### config.mk
export PLATFORM = sky130hd
export DESIGN_NAME = mem_access_unit
export DESIGN_NICKNAME = d
export VERILOG_FILES = /design/src/rtl/mem_access_pkg.sv /design/src/rtl/lsu_load_fmt.sv /design/src/rtl/mem_access_unit.sv
export SDC_FILE = /design/constraint.sdc
export NUM_CORES = 1
export LEC_CHECK = 0
export CAP_MARGIN = 20
export CORE_MARGIN = 1.5
export CORE_UTILIZATION = 43
export DETAILED_ROUTE_END_ITERATION = 10
export PLACE_DENSITY_LB_ADDON = 0.3
export SLEW_MARGIN = 20
export SYNTH_ARGS = -nofsm -noshare
export SYNTH_HDL_FRONTEND = slang
export SYNTH_SLANG_ARGS = --single-unit
### constraint.sdc
create_clock -name clk -period 2.35 [get_ports clk]
set_input_delay 0.47 -clock clk [delete_from_list [all_inputs] [get_ports clk]]
set_output_delay 0.47 -clock clk [all_outputs]
set_load 0.1 [all_outputs]
### src/rtl/mem_access_pkg.sv
// Shared op codes, FSM state encoding and alignment helpers for the load/store front end.
package mem_access_pkg;

    typedef enum logic [2:0] {
        OP_LW  = 3'd0,
        OP_LH  = 3'd1,
        OP_LHU = 3'd2,
        OP_LB  = 3'd3,
        OP_LBU = 3'd4,
        OP_SW  = 3'd5,
        OP_SH  = 3'd6,
        OP_SB  = 3'd7
    } op_e;

    typedef enum logic [2:0] {
        ST_IDLE = 3'd0,
        ST_RD   = 3'd1,
        ST_CAP  = 3'd2,
        ST_WR   = 3'd3,
        ST_RESP = 3'd4
    } state_e;

    // Word ops need both low bits clear, halfword ops need bit 0 clear; bytes are always aligned.
    function automatic logic is_misaligned(input logic [2:0] op, input logic [1:0] off);
        logic r;
        r = 1'b0;
        case (op)
            OP_LW, OP_SW:          r = (off != 2'b00);
            OP_LH, OP_LHU, OP_SH:  r = off[0];
            default:               r = 1'b0;
        endcase
        return r;
    endfunction

    function automatic logic is_store(input logic [2:0] op);
        return (op == OP_SW) || (op == OP_SH) || (op == OP_SB);
    endfunction

endpackage

### src/rtl/lsu_load_fmt.sv
// Combinational load formatter: picks the addressed lane of a DM word and sign/zero-extends it.
module lsu_load_fmt
    import mem_access_pkg::*;
(
    input  logic [31:0] i_word,
    input  logic [2:0]  i_op,
    input  logic [1:0]  i_off,
    output logic [31:0] o_data
);

    logic [7:0]  w_byte;
    logic [15:0] w_half;

    // Little-endian lane selection followed by extension according to the load flavour.
    always_comb begin
        w_byte = 8'h00;
        w_half = 16'h0000;
        o_data = 32'h0000_0000;
        case (i_off)
            2'd0:    w_byte = i_word[7:0];
            2'd1:    w_byte = i_word[15:8];
            2'd2:    w_byte = i_word[23:16];
            2'd3:    w_byte = i_word[31:24];
            default: w_byte = 8'h00;
        endcase
        if (i_off[1]) begin
            w_half = i_word[31:16];
        end else begin
            w_half = i_word[15:0];
        end
        case (i_op)
            OP_LW:   o_data = i_word;
            OP_LH:   o_data = {{16{w_half[15]}}, w_half};
            OP_LHU:  o_data = {16'h0000, w_half};
            OP_LB:   o_data = {{24{w_byte[7]}}, w_byte};
            OP_LBU:  o_data = {24'h000000, w_byte};
            default: o_data = 32'h0000_0000;
        endcase
    end

endmodule

### src/rtl/mem_access_unit.sv
// Load/store front end for the word-only data memory: one request in flight,
// read-modify-write for sub-word stores, misaligned accesses answered without touching DM.
module mem_access_unit
    import mem_access_pkg::*;
#(
    parameter int AW              = 12,
    parameter bit ERR_ON_MISALIGN = 1'b1
) (
    input  logic          clk,
    input  logic          rst,
    input  logic          req_valid,
    output logic          req_ready,
    input  logic [2:0]    req_op,
    input  logic [AW-1:0] req_addr,
    input  logic [31:0]   req_wdata,
    output logic          resp_valid,
    input  logic          resp_ready,
    output logic [31:0]   resp_rdata,
    output logic          resp_err,
    output logic          dm_wr,
    output logic [AW-3:0] dm_addr,
    output logic [31:0]   dm_din,
    input  logic [31:0]   dm_dout
);

    state_e        r_state;
    state_e        w_state_nxt;
    logic [2:0]    r_op;
    logic [1:0]    r_off;
    logic [15:0]   r_wdata;
    logic          r_err;
    logic [31:0]   r_rdata;
    logic [AW-3:0] r_dm_addr;
    logic [31:0]   r_dm_din;

    logic [AW-1:0] w_acc_addr;
    logic          w_mis;
    logic [31:0]   w_load_data;
    logic [31:0]   w_merged;

    assign w_mis = ERR_ON_MISALIGN && is_misaligned(req_op, req_addr[1:0]);

    // When misalignment is tolerated the offending low address bits are simply dropped.
    always_comb begin
        w_acc_addr = req_addr;
        if (!ERR_ON_MISALIGN) begin
            case (req_op)
                OP_LW, OP_SW:         w_acc_addr[1:0] = 2'b00;
                OP_LH, OP_LHU, OP_SH: w_acc_addr[0]   = 1'b0;
                default:              w_acc_addr      = req_addr;
            endcase
        end else begin
            w_acc_addr = req_addr;
        end
    end

    lsu_load_fmt u_load_fmt (
        .i_word (dm_dout),
        .i_op   (r_op),
        .i_off  (r_off),
        .o_data (w_load_data)
    );

    // Store merge: replace only the addressed lane of the word just read back from DM.
    always_comb begin
        w_merged = dm_dout;
        if (r_op == OP_SB) begin
            case (r_off)
                2'd0:    w_merged[7:0]   = r_wdata[7:0];
                2'd1:    w_merged[15:8]  = r_wdata[7:0];
                2'd2:    w_merged[23:16] = r_wdata[7:0];
                2'd3:    w_merged[31:24] = r_wdata[7:0];
                default: w_merged        = dm_dout;
            endcase
        end else if (r_op == OP_SH) begin
            if (r_off[1]) begin
                w_merged[31:16] = r_wdata;
            end else begin
                w_merged[15:0] = r_wdata;
            end
        end else begin
            w_merged = dm_dout;
        end
    end

    // FSM state register.
    always_ff @(posedge clk) begin
        if (rst) begin
            r_state <= ST_IDLE;
        end else begin
            r_state <= w_state_nxt;
        end
    end

    // FSM next-state logic.
    always_comb begin
        w_state_nxt = r_state;
        case (r_state)
            ST_IDLE: begin
                if (req_valid) begin
                    if (w_mis) begin
                        w_state_nxt = ST_RESP;
                    end else if (req_op == OP_SW) begin
                        w_state_nxt = ST_WR;
                    end else begin
                        w_state_nxt = ST_RD;
                    end
                end else begin
                    w_state_nxt = ST_IDLE;
                end
            end
            ST_RD:   w_state_nxt = ST_CAP;
            ST_CAP: begin
                if (is_store(r_op)) begin
                    w_state_nxt = ST_WR;
                end else begin
                    w_state_nxt = ST_RESP;
                end
            end
            ST_WR:   w_state_nxt = ST_RESP;
            ST_RESP: begin
                if (resp_ready) begin
                    w_state_nxt = ST_IDLE;
                end else begin
                    w_state_nxt = ST_RESP;
                end
            end
            default: w_state_nxt = ST_IDLE;
        endcase
    end

    // Request capture, load result capture and DM address/data staging.
    always_ff @(posedge clk) begin
        if (rst) begin
            r_op      <= 3'd0;
            r_off     <= 2'd0;
            r_wdata   <= 16'h0000;
            r_err     <= 1'b0;
            r_rdata   <= 32'h0000_0000;
            r_dm_addr <= '0;
            r_dm_din  <= 32'h0000_0000;
        end else begin
            case (r_state)
                ST_IDLE: begin
                    if (req_valid) begin
                        r_op    <= req_op;
                        r_off   <= w_acc_addr[1:0];
                        r_wdata <= req_wdata[15:0];
                        r_err   <= w_mis;
                        r_rdata <= 32'h0000_0000;
                        // DM-facing registers only move for accesses that will reach DM.
                        if (!w_mis) begin
                            r_dm_addr <= w_acc_addr[AW-1:2];
                            if (req_op == OP_SW) begin
                                r_dm_din <= req_wdata;
                            end
                        end
                    end
                end
                ST_CAP: begin
                    if (is_store(r_op)) begin
                        r_dm_din <= w_merged;
                    end else begin
                        r_rdata <= w_load_data;
                    end
                end
                default: begin
                end
            endcase
        end
    end

    assign req_ready  = (r_state == ST_IDLE);
    assign resp_valid = (r_state == ST_RESP);
    assign resp_rdata = r_rdata;
    assign resp_err   = r_err;
    assign dm_wr      = (r_state == ST_WR) && !rst;
    assign dm_addr    = r_dm_addr;
    assign dm_din     = r_dm_din;

endmodule

==> key figures <==
Clock tree
  • Clk Latency, worst-skew pair: 0.35 ns
  • CTS Buf Count: 9
  • CTS tree: done
  • Clk root buf: clkbuf_16
  • Total clock sinks: 99
  • CTS Hold Bufs: 0
  • Max Root-Sink Buffers: 2
  • H-tree Lvls: 3
  • Post-CTS sizing: 0
  • Postcts setup bufs: 0
  • Clk slew on worst S/H paths: 0.06 ns

Placement
  • DP Worst Slack: -0.1167 ns
  • Cells after DPL: 884
  • I/O Buffers: 160
  • Detailed placement HPWL: 12.53 mm
  • Global placer's final weighted congestion: 0.9297

Synthesis
  • Post-synthesis sequential area ratio: 0.3968
  • Simple-gate portion of the synthesized area: 0.1551
  • XOR/XNOR Fraction of Synth Area: 0.001754
  • Syn Nets: 688
  • Area share of fa/ha/maj cells after synthesis: 0.002004
  • Unique masters post-synth: 47
  • EDFF count, synth: 0
  • Register bit total from synthesis: 99
  • Syn_area_per_cell: 8.256 um^2
  • Synthesized cell area: 0.004995 mm^2
  • Main flop type after synthesis: dfxtp_1
  • Mapped Cells: 605
  • Complex-gate fraction of the synthesized area: 0.3555
  • Asr flop ratio synth: 0
  • Mux contribution to synthesized area: 0.03808
  • Main combinational cell family by area after synthesis: compound AO/OA/AOI/OAI gates
  • Synth warnings: 0

Drt
  • DRC viols: 0
  • WL final: 17.17 mm
  • Iteration-0 DRC Markers: 516
  • Vias per inst: 6.019
  • TritonRoute pass-1 iters: 6
  • WL per Instance: 19.09 um
  • Vias: 5411
  • Final ANT Viol Nets: 0

Hold path
  • Hold Path Depth: 2
  • Hold path startpoint: resp_err
  • WHS Endpoint: resp_err
  • Hold Crit Class: reg2reg

Power
  • Max IR drop VDD: 0.0004361 V
  • Power per Cell Area: 650.4 mW/mm^2
  • Leak Pwr: 2.634 nW
  • Power, Total: 4.538 mW

Die
  • Die Y: 110.8 um
  • Starting density of the core: 0.4393
  • # rows: 39
  • Area of the core: 0.01137 mm^2
  • Die X: 110.8 um
  • I/O pins: 161
  • Area of the die: 0.01227 mm^2

Global routing
  • First-pass GRT wire length: 26.77 mm
  • GRT Util Overall: 0.2716
  • Vias in the first global route: 5066
  • Antenna violations before repair: 0
  • Largest net degree at the start of global routing: 59
  • Grt ovf: 0

Layout
  • Multi-input logic area: 0.002784 mm^2
  • Ratio of cells with drive above 1 in the final layout: 0.2183
  • Fill count: 1021
  • Final #Nets: 835
  • Most frequent cells in the layout: buf_4 (109), nand2_1 (101), dfxtp_1 (99), a21oi_1 (86), clkdlybuf4s50_1 (81)
  • Final Non-Filler Cells: 899
  • Register Area: 0.001982 mm^2
  • Final Util: 0.6136
  • Commonest non-fill, non-tap cell in the layout: buf_4
  • Ant diodes: 0
  • Syn-to-layout area delta: 39.68%

STA
  • Slew headroom: 0.6392
  • Final WS setup: 0.2597 ns
  • Setup TNS: 0 ns
  • Least-Margin Pin Slew: 0.5391 ns
  • Final Hold Fails: 0
  • Post-route minimum period: 2.090 ns
  • Final Max Slew Viols: 0
  • Period utilization: 0.8895
  • Final Setup Violations: 0
  • Unrepaired setup endpoints after global routing: no
  • Clk_skew: 0.007717 ns
  • Max Clock Freq: 478.4 MHz

Worst setup path
  • Worst path arrival time: 2.34 ns
  • R2r worst-path depth: 4
  • Reg2reg start: r_state[0]
  • Critical path class: in2reg
  • WP data required: 2.59 ns
  • Crit path launch type: input port
  • R2r setup slk: 0.33 ns
  • Crit path max fanout: 48
  • Worst r2r dst: dm_din[20]
  • Endpoint type of the worst setup path: flip-flop

Run status
  • Outcome: complete, no violations

Job
  • Max Cap Viol: 0
worst max-delay path, stage by stage:
cell,delay (ns)
clkdlybuf4s50_1,0.47
or4b_4,0.46
o32a_2,0.43
buf_12,0.19
o31ai_1,0.29
metal layers:
| metal | global-route usage | part of all wire |
|---|---|---|
| met1 | 0.3752 | 0.43 |
| met4 | 0.1017 | 0.025 |
| met2 | 0.4255 | 0.45 |
| met5 | 0 | 0 |
| met3 | 0.04811 | 0.090 |
Yosys cell counts (4+ instances only):
cell      instances  area (um^2)
a21oi_1          86        430.4
nor2b_1           5        31.28
o31ai_1           6        45.04
nand2b_1          4        25.02
o21ai_1           4        20.02
o21a_1           15        112.6
buf_1             4        15.01
a221oi_1         39        341.6
nor2_1            8        30.03
mux4_2            8        180.2
clkbuf_1         48        180.2
o221ai_1         16        140.1
o21ai_0          59        295.3
a21bo_2           8        80.08
inv_1             4        15.01
dfxtp_1          99         1982
nand2_1         101        379.1
o31ai_2          10        125.1
a22oi_1           8        60.06
nand3_1          28        140.1
buf_2             5        25.02
nor3b_1           5        37.54
state kept, by name, indices dropped and copies added, names as in the netlist:
register,count
resp_err,1
r_op,3
r_off,2
dm_addr,10
r_wdata,16
dm_din,32
r_state,3
resp_rdata,32
where the power goes:
| group | leakage (nW) | switching [mW] | internal, mW | total [mW] |
|---|---|---|---|---|
| logic | 1.69 | 0.784 | 0.404 | 1.19 |
| clock network | 0.144 | 0.638 | 0.876 | 1.51 |
| registers | 0.804 | 0.0797 | 1.76 | 1.84 |
| total | 2.63 | 1.50 | 3.04 | 4.54 |
per-stage QoR:
stage | area, um^2 | hold slack (ns)
4_1_cts | 6977 | 0.4579
2_1_floorplan | 5014 | 0.4365
3_5_place_dp | 6674 | 0.4487
6_report | 6977 | 0.4563
5_1_grt | 6977 | 0.4814
3_3_place_gp | 6674 | 0.4534
final cells by class:
type	instances	area share
clock buffers	11	0.03623
flip-flops and latches	99	0.2841
inverters	4	0.002152
well taps	143	0.02565
multi-input cells	443	0.3990
repair buffers	195	0.2457
clock inverters	4	0.007174
cells by family after synthesis:
logic type      after synthesis
xor+xnor                      1
mux                           9
flops                        99
simple gates                167
fa+ha+maj                     1
buf+inv                      63
compound gates              265
worst max-delay path by stage:
stage | depth (start not counted) | start | endpoint
after CTS | 5 | req_valid | dm_din[20]
after global routing | 7 | req_valid | dm_din[8]
final | 5 | req_valid | dm_din[20]
after detailed placement | 5 | req_valid | dm_din[20]
after floorplan | 7 | r_state[0] | dm_addr[2]
after global placement | 7 | req_valid | dm_din[25]
Note: power is estimated with default switching activity, not from simulation.
